### src/rtl/fifo_burst_reader_if.sv
// Bundle of the burst reader's control, FIFO read-port and output-stream signals.
// The master modport is the reader itself; the slave modport is its environment.
interface fifo_burst_reader_if #(
  parameter int DATAWIDTH = 32,
  parameter int LENWIDTH  = 16
);
  logic                 start;
  logic [LENWIDTH-1:0]  len;
  logic                 busy;
  logic                 done;
  logic                 fifo_cs;
  logic                 fifo_ren;
  logic [DATAWIDTH-1:0] fifo_dout;
  logic                 fifo_empty;
  logic                 m_valid;
  logic                 m_ready;
  logic [DATAWIDTH-1:0] m_data;
  logic                 m_last;
  logic [LENWIDTH-1:0]  words_sent;

  modport master (
    input  start, len, fifo_dout, fifo_empty, m_ready,
    output busy, done, fifo_cs, fifo_ren, m_valid, m_data, m_last, words_sent
  );

  modport slave (
    output start, len, fifo_dout, fifo_empty, m_ready,
    input  busy, done, fifo_cs, fifo_ren, m_valid, m_data, m_last, words_sent
  );
endinterface

### src/rtl/fifo_burst_reader.sv
// Burst read engine for syncfifo: drains a programmed number of words from the
// FIFO read port into a valid/ready stream. A small circular prefetch buffer
// hides the FIFO's one-cycle read latency; the read enable depends only on
// registered state and the FIFO empty flag, never on m_ready.
module fifo_burst_reader #(
  parameter int DATAWIDTH = 32,
  parameter int LENWIDTH  = 16,
  parameter int BUFDEPTH  = 3
) (
  input logic                 clk,
  input logic                 rst,
  fifo_burst_reader_if.master bus
);

  localparam int PTRW = (BUFDEPTH > 1) ? $clog2(BUFDEPTH) : 1;
  localparam int CNTW = $clog2(BUFDEPTH + 1);
  localparam logic [CNTW:0] DEPTH_V = BUFDEPTH[CNTW:0];

  localparam logic [1:0] S_IDLE = 2'd0;
  localparam logic [1:0] S_RUN  = 2'd1;
  localparam logic [1:0] S_DONE = 2'd2;

  logic [1:0]           state;
  logic [LENWIDTH-1:0]  len_q;
  logic [LENWIDTH-1:0]  issued;
  logic [LENWIDTH-1:0]  sent;
  logic                 inflight;
  logic [DATAWIDTH-1:0] buf_mem [BUFDEPTH];
  logic [PTRW-1:0]      head;
  logic [PTRW-1:0]      tail;
  logic [CNTW-1:0]      count;

  logic                 running;
  logic                 ren;
  logic                 push;
  logic                 pop;
  logic                 valid;
  logic                 last;
  logic [CNTW:0]        reserved;

  function automatic logic [PTRW-1:0] next_ptr(input logic [PTRW-1:0] p);
    return (p == PTRW'(BUFDEPTH - 1)) ? '0 : p + PTRW'(1);
  endfunction

  // Buffered words plus the word still coming back from the FIFO bound new reads.
  assign reserved = {1'b0, count} + {{CNTW{1'b0}}, inflight};
  assign running  = (state == S_RUN);
  assign ren      = running && !bus.fifo_empty && (issued < len_q) && (reserved < DEPTH_V);
  assign push     = inflight;
  assign valid    = (count != '0);
  assign pop      = valid && bus.m_ready;
  assign last     = valid && (sent == len_q - LENWIDTH'(1));

  assign bus.busy       = running;
  assign bus.done       = (state == S_DONE);
  assign bus.fifo_cs    = running;
  assign bus.fifo_ren   = ren;
  assign bus.m_valid    = valid;
  assign bus.m_data     = buf_mem[head];
  assign bus.m_last     = last;
  assign bus.words_sent = sent;

  // Burst sequencing, read issue tracking and handshake counting.
  always_ff @(posedge clk) begin
    if (rst) begin
      state    <= S_IDLE;
      len_q    <= '0;
      issued   <= '0;
      sent     <= '0;
      inflight <= 1'b0;
    end else begin
      inflight <= ren;
      if (ren) issued <= issued + LENWIDTH'(1);
      if (pop) sent <= sent + LENWIDTH'(1);
      case (state)
        S_IDLE: begin
          if (bus.start) begin
            len_q  <= bus.len;
            issued <= '0;
            sent   <= '0;
            state  <= (bus.len == '0) ? S_DONE : S_RUN;
          end
        end
        S_RUN: begin
          if (pop && last) state <= S_DONE;
        end
        S_DONE: begin
          state <= S_IDLE;
        end
        default: begin
          state <= S_IDLE;
        end
      endcase
    end
  end

  // Prefetch buffer: FIFO data lands here the cycle after its read, head feeds the stream.
  always_ff @(posedge clk) begin
    if (rst) begin
      head  <= '0;
      tail  <= '0;
      count <= '0;
      for (int i = 0; i < BUFDEPTH; i++) buf_mem[i] <= '0;
    end else begin
      if (push) begin
        buf_mem[tail] <= bus.fifo_dout;
        tail          <= next_ptr(tail);
      end
      if (pop) head <= next_ptr(head);
      case ({push, pop})
        2'b10:   count <= count + CNTW'(1);
        2'b01:   count <= count - CNTW'(1);
        default: count <= count;
      endcase
    end
  end

endmodule

### src/flat_wrapper.sv
// flat-port wrapper written by rule: the top's interface ports become plain ports
module fifo_burst_reader_flat 
#(
  parameter int DATAWIDTH = 32,
  parameter int LENWIDTH  = 16,
  parameter int BUFDEPTH  = 3
)
  (clk, rst, bus_start, bus_len, bus_fifo_dout, bus_fifo_empty, bus_m_ready, bus_busy, bus_done, bus_fifo_cs, bus_fifo_ren, bus_m_valid, bus_m_data, bus_m_last, bus_words_sent);
  fifo_burst_reader_if #(.DATAWIDTH(DATAWIDTH), .LENWIDTH(LENWIDTH)) bus_i ();
  input logic clk;
  input logic rst;
  input wire logic [$bits(bus_i.start)-1:0] bus_start;
  input wire logic [$bits(bus_i.len)-1:0] bus_len;
  input wire logic [$bits(bus_i.fifo_dout)-1:0] bus_fifo_dout;
  input wire logic [$bits(bus_i.fifo_empty)-1:0] bus_fifo_empty;
  input wire logic [$bits(bus_i.m_ready)-1:0] bus_m_ready;
  output wire logic [$bits(bus_i.busy)-1:0] bus_busy;
  output wire logic [$bits(bus_i.done)-1:0] bus_done;
  output wire logic [$bits(bus_i.fifo_cs)-1:0] bus_fifo_cs;
  output wire logic [$bits(bus_i.fifo_ren)-1:0] bus_fifo_ren;
  output wire logic [$bits(bus_i.m_valid)-1:0] bus_m_valid;
  output wire logic [$bits(bus_i.m_data)-1:0] bus_m_data;
  output wire logic [$bits(bus_i.m_last)-1:0] bus_m_last;
  output wire logic [$bits(bus_i.words_sent)-1:0] bus_words_sent;
  assign bus_i.start = bus_start;
  assign bus_i.len = bus_len;
  assign bus_i.fifo_dout = bus_fifo_dout;
  assign bus_i.fifo_empty = bus_fifo_empty;
  assign bus_i.m_ready = bus_m_ready;
  assign bus_busy = bus_i.busy;
  assign bus_done = bus_i.done;
  assign bus_fifo_cs = bus_i.fifo_cs;
  assign bus_fifo_ren = bus_i.fifo_ren;
  assign bus_m_valid = bus_i.m_valid;
  assign bus_m_data = bus_i.m_data;
  assign bus_m_last = bus_i.m_last;
  assign bus_words_sent = bus_i.words_sent;
  fifo_burst_reader #(.DATAWIDTH(DATAWIDTH), .LENWIDTH(LENWIDTH), .BUFDEPTH(BUFDEPTH)) u_core (.clk(clk), .rst(rst), .bus(bus_i));
endmodule
### config.mk
export PLATFORM = sky130hd
export DESIGN_NAME = fifo_burst_reader_flat
export DESIGN_NICKNAME = d
export VERILOG_FILES = /design/src/rtl/fifo_burst_reader_if.sv /design/src/rtl/fifo_burst_reader.sv /design/src/flat_wrapper.sv
export SDC_FILE = /design/constraint.sdc
export NUM_CORES = 1
export LEC_CHECK = 0
export ABC_AREA = 1
export CELL_PAD_IN_SITES_DETAIL_PLACEMENT = 0
export CELL_PAD_IN_SITES_GLOBAL_PLACEMENT = 1
export CORE_MARGIN = 1.5
export CORE_UTILIZATION = 30
export CTS_CLUSTER_SIZE = 28
export DETAILED_ROUTE_END_ITERATION = 10
export GPL_ROUTABILITY_DRIVEN = 1
export PLACE_DENSITY_LB_ADDON = 0.08
export SLEW_MARGIN = 20
export SYNTH_ARGS = -nofsm -noshare
export SYNTH_HDL_FRONTEND = slang
export SYNTH_SLANG_ARGS = --single-unit
### constraint.sdc
create_clock -name clk -period 5.15 [get_ports clk]
set_clock_uncertainty 0.15 [all_clocks]
set_input_delay 1.03 -clock clk [delete_from_list [all_inputs] [get_ports clk]]
set_output_delay 1.03 -clock clk [all_outputs]
set_load 0.03 [all_outputs]
### After elaboration in Yosys (flattened, before gate mapping)

Memories as Yosys holds them, arrays and structs flattened. A register that Yosys moved wholly into a read port is not among the register bits.
Index checks and enable logic that the tools add are counted.

* memories kept: 1
* output and inout bits: 54
* input port bits: 53
* word-level logic and storage cells: 65
* bits in writable memories: 96
* register bits after elaboration: 57

* add/sub/neg operators: 8
* reductions and logical operators: 14
* multiplexer cells: 23
* magnitude comparators: 2
* eq/ne operators: 9

Memory list
* u_core.buf_mem: words 3, width 32, read ports 1, clocked after memory_dff 1, write ports 3, line fifo_burst_reader.sv:28 `logic [DATAWIDTH-1:0] buf_mem [BUFDEPTH];`

Operator list (count)
* 16-bit 2-to-1 mux: 6
* 16-bit by 1-bit adder with 16-bit output, second input constant: 2
* 32-bit 2-to-1 mux: 1
* 32-bit OR reduction: 1
* 16-bit == test: 1
* 16-bit zero test: 1
* 16-bit less-than comparator: 1
* 2-bit 2-to-1 mux: 8
* 16-bit by 1-bit subtractor with 16-bit output, second input constant: 1
* 2-bit == test, second input constant: 4
* 2-bit case mux with 2 select lines: 2
* 2-bit by 1-bit adder with 2-bit output, second input constant: 3
* 1-bit logical AND: 6
* 1-bit 2-to-1 mux: 6
* 2-bit by 1-bit == test with 1-bit output, second input constant: 2
* 2-bit != test, second input constant: 2
* 2-bit AND reduction: 2
* 2-bit nonzero test: 2
* 2-bit by 1-bit adder with 3-bit output: 1
* 3-bit by 2-bit less-than comparator with 1-bit output, second input constant: 1
* 2-bit zero test: 1
* 2-bit by 1-bit subtractor with 2-bit output, second input constant: 1
* 1-bit zero test: 1

### Depth between registers and ports, before layout

Gate-level depths: netlist of run 1.

* word-level depth: 7
* mapped depth: 14
* mapped depth without buffers: 14

### Worst setup path before layout of run 1

OpenSTA, ideal clock, no wires.

* path kind: in2reg
* start: input rst
* end: memory u_core.buf_mem[3][0], enable pin
* path buffers: 1
* arrival time: 4378 ps
* library setup time: 501 ps
* data required time: 4499 ps
* path slack: 120 ps
* cell stages on the path: 2
* cells stage by stage: clkbuf_1 > nor4_1

RTL lines
* from (decl): line flat_wrapper.sv:11 `input logic rst;`
* to (decl): line fifo_burst_reader.sv:28

### Worst setup path after layout of run 1

* start: input bus_fifo_empty
* end: output bus_fifo_ren

* word-level cells in the longest chain between the ends: 4

RTL lines
* from (decl): line flat_wrapper.sv:15 `input wire logic [$bits(bus_i.fifo_empty)-1:0] bus_fifo_empty;`
* 1-bit zero test: line fifo_burst_reader.sv:48 `assign ren = running && !bus.fifo_empty && (issued < len_q) && (reserved < DEPTH_V);`
* 1-bit logical AND (3 in a row): line fifo_burst_reader.sv:48
* to (decl): line flat_wrapper.sv:20 `output wire logic [$bits(bus_i.fifo_ren)-1:0] bus_fifo_ren;`

No other way between the ends.

==> results of run 1 <==
kinds of logic after synthesis:
kind of cell,after synthesis,share of synthesized area
buffers and inverters,147,0.06313
and+or+nand+nor,451,0.2148
xor gates and xnor gates,20,0.01973
AOI/OAI and AO/OA,177,0.1068
DFF,187,0.5660
adders and majority gates,21,0.02959
routing by layer:
layer	GRT usage	routed length, um	vias to the layer above
met3	0.02567	707	12
met2	0.3006	12450	111
li1	-	-	3543
met4	0.03989	195	0
met5	0	0	-
met1	0.1952	10840	3311
sequential cells by signal, indices dropped and copies added (netlist names), named ones only:
signal and cells:
u_core.buf_mem 128, u_core.bus.words_sent 16, u_core.count 2, u_core.head 2, u_core.inflight 1, u_core.issued 16, u_core.len_q 16, u_core.state 2
u_core.tail 2
synth_stat cells (2+ instances only):
| library cell | n | area (um2) |
|---|---|---|
| nor2_1 | 237 | 889.6 |
| nand2_1 | 134 | 503.0 |
| edfxtp_1 | 128 | 3844 |
| inv_1 | 105 | 394.1 |
| o21ai_0 | 90 | 450.4 |
| dfxtp_1 | 59 | 1181 |
| a21oi_1 | 47 | 235.2 |
| clkbuf_1 | 35 | 131.4 |
| nand3_1 | 33 | 165.2 |
| o22ai_1 | 32 | 200.2 |
| ha_1 | 21 | 262.8 |
| xor2_1 | 12 | 105.1 |
| nand4_1 | 10 | 62.56 |
| nor3_1 | 8 | 40.04 |
| xnor2_1 | 8 | 70.07 |
| nor4_1 | 6 | 37.54 |
| nor2_4 | 4 | 45.04 |
| nand3b_1 | 3 | 22.52 |
| nor2_2 | 3 | 18.77 |
| and3_1 | 2 | 12.51 |
| buf_1 | 2 | 7.510 |
| buf_4 | 2 | 15.01 |
| nand2_4 | 2 | 22.52 |
| nand4_2 | 2 | 25.02 |
| o21a_1 | 2 | 15.01 |
| o31ai_1 | 2 | 15.01 |
| or2_2 | 2 | 12.51 |
power by group:
group	switching [W]	leakage, nW	total (W)	internal, W
Sequential	0.0000260	1.76	0.00167	0.00165
Combinational	0.000364	2.32	0.000575	0.000210
Clock	0.000704	0.313	0.00143	0.000724
Total	0.00109	4.39	0.00368	0.00258
area by class of cell:
class | instances | area share
Clock buffer | 17 | 0.03850
Clock inverter | 15 | 0.01993
Inverter | 107 | 0.03635
Multi-Input combinational cell | 669 | 0.2986
Sequential cell | 187 | 0.4549
Tap cell | 384 | 0.04348
Timing Repair Buffer | 124 | 0.1083
how the worst max path moves through the flow:
stage	startpoint	endpoint	slack [ns]
after floorplan	rst	u_core.buf_mem[3][0]	0.12
after global placement	bus_fifo_empty	bus_fifo_ren	0.86
after detailed placement	bus_fifo_empty	bus_fifo_ren	0.87
after CTS	u_core.len_q[9]	bus_fifo_ren	0.83
after global routing	u_core.len_q[9]	bus_fifo_ren	0.63
final	bus_fifo_empty	bus_fifo_ren	0.89
cells in the final DEF, fill, tap and decap left out, types with 2 or more instances in the layout:
cell type / netlist / final
clkdlybuf4s50_1: 0 / 106
nor3_1: 8 / 8
nand2_4: 2 / 2
nand2_1: 134 / 134
nor2_4: 4 / 4
xnor2_1: 8 / 8
a21oi_1: 47 / 47
o22ai_1: 32 / 32
nor4_1: 6 / 5
ha_1: 21 / 21
inv_12: 0 / 3
xor2_1: 12 / 12
o31ai_1: 2 / 2
and3_1: 2 / 2
inv_8: 0 / 6
or2_2: 2 / 2
nand4_1: 10 / 10
inv_1: 105 / 105
clkbuf_16: 0 / 17
buf_4: 2 / 18
nor2_1: 237 / 237
o21ai_0: 90 / 90
clkinv_8: 0 / 4
edfxtp_1: 128 / 128
o21a_1: 2 / 2
nand3b_1: 3 / 3
nor2_2: 3 / 3
dfxtp_1: 59 / 58
nand3_1: 33 / 33
nand4_2: 2 / 2
stage by stage:
| step | util | cells | total power (W) | setup slack (ns) | cell area, um2 |
|---|---|---|---|---|---|
| final | 0.3819 | 1503 | 0.003677 | 0.8893 | 11050 |
| after floorplan | - | 1003 | 0.002053 | 0.1203 | 8879 |
| after global placement | 0.3596 | 1471 | 0.002294 | 0.8636 | 10400 |
| after CTS | 0.3819 | 1503 | 0.003733 | 0.8297 | 11050 |
| after detailed placement | 0.3596 | 1471 | 0.002294 | 0.8652 | 10400 |
| after global routing | 0.3819 | 1503 | 0.003836 | 0.6298 | 11050 |
==> reports/metrics.yaml, run 1 <==
routed_wl_um: 24190
rsz0062_at_grt: "false"
grtUsageTotal: 0.1624
cts_max_path_buffers: 2
holdWs_ns: 0.3518
hold_viol: 0
cp_cell_sequence: "clkdlybuf4s50_1 > nor3_1 > nand4_2 > buf_4 > inv_1 > clkdlybuf4s50_1"
grt_pass1_wl_um: 38070
required_ns: 3.97
die_h_um: 175.0
via_count: 6977
critPathMostFrequentCell: "clkdlybuf4s50_1"
yosysSeqAreaShare: 0.5660
min_path_type: "flip-flop to flip-flop"
reg2reg_from: "u_core.len_q[11]"
numCtsBuffers: 17
antenna_left: 0
grt_max_degree: 65
initial_utilization: 0.3068
synthArstFlopShare: 0
die_w_um: 175.0
path_delay_family: "buffers and inverters"
fp-row-count: 62
multi_input_area_um2: 3299
ff2ff_path_depth: 11
fillCellCount: 3011
power_density_nw_per_um2: 332.8
fin_nets: 1180
outcome: "complete, no violations"
drtIter0Drc: 296
cap_viol_max_count: 0
root_buffer: "clkbuf_16"
syn_area_um2: 8879
cp.arrival_ns: 3.08
dieArea_um2: 30640
first_global_vias: 7027
synth_nets: 1077
fin_crit_sh: 0.8273
antenna_found_initial: 0
io_pins: 107
worstSetupEndpointType: "output port"
hpwl_um: 15730
setup.worst_path.class: "input pin to output port"
syn_inst: 1003
core_um2: 28940
holdPathStages: 1
ys_ff_latch: 187
htree_levels: 4
hold_start: "u_core.count[1]"
setup_violations: 0
leakage_nw: 4.390
syn_to_final_growth_pct: 24.45
rrSetupSlack_ns: 2.79
crit_slowest_cell: "clkdlybuf4s50_1"
ctsResizeCount: 0
seq_area_um2: 5026
max_freq_mhz: 234.7
portBuffers: 106
worst_setup_path_start_kind: "input pin"
ir_drop_uv: 192.7
fin_crit_ns: 4.261
r2r_end: "u_core.issued[1]"
tightest_slew_ns: 1.076
cts_tree: "done"
firstDrtPassIters: 5
cts_setup_buffers: 0
gp_congestion: 0.7747
totalNegativeSetupSlack_ns: 0
synth_flop_cell: "edfxtp_1"
postCtsHoldBufs: 0
wl_per_cell_um: 16.09
synth_edf_count: 128
drv_slew: 0
via_per_inst: 4.642
clock-sinks: 187
ys_warn_count: 0
drive_above_1_share: 0.06166
path_buf_inv: 4
synth_cell_types: 39
antenna_cells: 0
path_depth: 6
hold_path_end: "u_core.count[1]"
route.detailed.drc: 0
clkTransAtPathRegs_ns: 0.07
grt_overflow: 0
clk-insertion-delay-late_ns: 0.44
timing.slew.headroom: 0.2785
crit_fanout: 17
cpPeakStageDelay_ns: 0.75
syn-mean-instance-area_um2: 8.852
(Power assumes the default switching activity.)
==> inputs of run 2 (changes only) <==
clock period = 4.3 ns   (was 5.15 ns; I/O delays follow)
==> run 2 against run 1 <==
  * Die area unchanged
  * Clock power up 8%
  * Combinational power up 19%
  * Critical endpoint is now bus_m_last
  * Largest cell class unchanged
==> reports/metrics.yaml, run 2 (synthesis results as in run 1) <==
hold_path_end: "u_core.head[1]"
worstSetupEndpointType: "output port"
timing.slew.headroom: 0.4360  # +0.1575
largest_reg_flops: 128  # unchanged
wl_per_cell_um: 15.83  # -1.6%
hold_start: "u_core.head[1]"
fillCellCount: 3020  # +0.30%
ctsResizeCount: 0  # unchanged
leakage_nw: 4.385  # -0.12%
r2r_end: "u_core.issued[6]"
drv_slew: 0  # unchanged
clk-insertion-delay-late_ns: 0.43  # about the same
regMostFlops: "u_core.buf_mem"
cts_tree: "done"
totalNegativeSetupSlack_ns: 0  # unchanged
die_h_um: 175.0  # unchanged
io_pins: 107  # unchanged
initial_utilization: 0.3068  # unchanged
drtIter0Drc: 332  # +12%
max_freq_mhz: 264.4
grt_overflow: 0  # unchanged
cts_max_path_buffers: 2  # unchanged
antenna_found_initial: 0  # unchanged
cap_viol_max_count: 0  # unchanged
fp-row-count: 62  # unchanged
fin_nets: 1179  # -0.085%
required_ns: 3.29  # -0.68 ns
cp.arrival_ns: 2.77  # -0.31 ns
clkTransAtPathRegs_ns: 0.07  # about the same
dieArea_um2: 30640  # unchanged
dp_cells: 1470  # -0.068%
htree_levels: 4  # unchanged
firstDrtPassIters: 6  # +1
cp-startpoint: "u_core.len_q[0]"
via_per_inst: 4.566  # -1.6%
final_cells: 1501  # -0.13%
power_density_nw_per_um2: 386.2  # +16%
via_count: 6854  # -1.8%
worst_setup_path_start_kind: "flip-flop"
final_common_cell: "nor2_1"
die_w_um: 175.0  # unchanged
root_buffer: "clkbuf_16"
core_um2: 28940  # unchanged
cts_setup_buffers: 0  # unchanged
min_path_type: "flip-flop to flip-flop"
tightest_slew_ns: 0.8450  # -0.2306 ns
drive_above_1_share: 0.06535  # +0.003691
fin_crit_ns: 3.782
setup.worst_path.class: "flip-flop to output port"
rsz0062_at_grt: "false"
hpwl_um: 15440  # -1.8%
postCtsHoldBufs: 0  # unchanged
crit_fanout: 6  # -11
ff2ff_path_depth: 12  # +1
holdWs_ns: 0.3476  # -0.004224 ns
grt_max_degree: 65  # unchanged
reg2reg_from: "u_core.len_q[9]"
hold_viol: 0  # unchanged
grt_pass1_wl_um: 37880  # -0.49%
fin_crit_sh: 0.8795
syn_to_final_growth_pct: 23.79
ir_drop_uv: 237.1  # +23%
clock-sinks: 187  # unchanged
power_w: 0.004245  # +15%
gp_congestion: 0.7566  # -2.3%
antenna_left: 0  # unchanged
rrSetupSlack_ns: 2.04  # -0.75 ns
final_cell_mix: "nor2_1, nand2_1, edfxtp_1, inv_1, clkdlybuf4s50_1"
antenna_cells: 0  # unchanged
portBuffers: 106  # unchanged
holdPathStages: 2  # +1
route.detailed.drc: 0  # unchanged
numCtsBuffers: 17  # unchanged
outcome: "complete, no violations"
routed_wl_um: 23770  # -1.7%
grtUsageTotal: 0.1616  # -0.0008094
setup_violations: 0  # unchanged
first_global_vias: 6755  # -3.9%
## run 2: changes by cell type in the layout (fill, tap and decap cells not counted), moves of 2 or more
cell,delta
buf_4,+3
clkdlybuf4s50_1,-6
inv_6,+3
clkinv_4,+3
clkinv_8,-2
buf_12,+2
inv_12,-3
## run 2: report_power, final
part | switching, W | total [W] | leakage, nW | internal (W)
Combinational | 0.000436 | 0.000687 | 2.34 | 0.000251
Sequential | 0.0000315 | 0.00201 | 1.76 | 0.00198
Clock | 0.000775 | 0.00155 | 0.284 | 0.000776
## run 2: worst max path at each step
stage	endpoint
2_1_floorplan	u_core.buf_mem[3][0]
3_3_place_gp	bus_fifo_ren
3_5_place_dp	bus_fifo_ren
4_1_cts	bus_m_last
5_1_grt	bus_m_last
6_report	bus_m_last
## run 2: critical path, stage by stage, from the launching register on
cell and delay, ns:
dfxtp_1 0.31, inv_1 0.15, ha_1 0.31, nand2_1 0.13, nor2_1 0.18, nand2_1 0.07
nand2_1 0.08, nand2_1 0.05, nand2_1 0.05, nand2_1 0.05, nor2_1 0.10, and3_1 0.19
clkdlybuf4s50_1 0.67
## run 2: metrics by stage
step	worst slack [ns]	utilization	area, um2
after floorplan	0.7615	-	8885
after global placement	0.8611	0.3599	10420
after detailed placement	0.8531	0.3599	10420
after CTS	0.4643	0.3798	10990
after global routing	0.2241	0.3798	10990
final	0.5184	0.3798	10990
## run 2: layer usage
metal / vias up / share of wire / GRT usage / wire length, um
li1: 3543 / - / - / -
met1: 3185 / 0.46 / 0.2053 / 10830
met2: 110 / 0.50 / 0.2827 / 11900
met3: 16 / 0.035 / 0.03285 / 825
met4: 0 / 0.0088 / 0.03419 / 210
met5: - / 0 / 0 / 0
## run 2: cell type report
cell class                      count  area [um2]  share of cell area
Sequential cell                   187        5026              0.4573
Multi-Input combinational cell    669        3308              0.3010
Timing Repair Buffer              123        1199              0.1091
Tap cell                          384       480.5             0.04372
Clock buffer                       17       425.4             0.03871
Inverter                          107       401.6             0.03654
Clock inverter                     14       150.1             0.01366
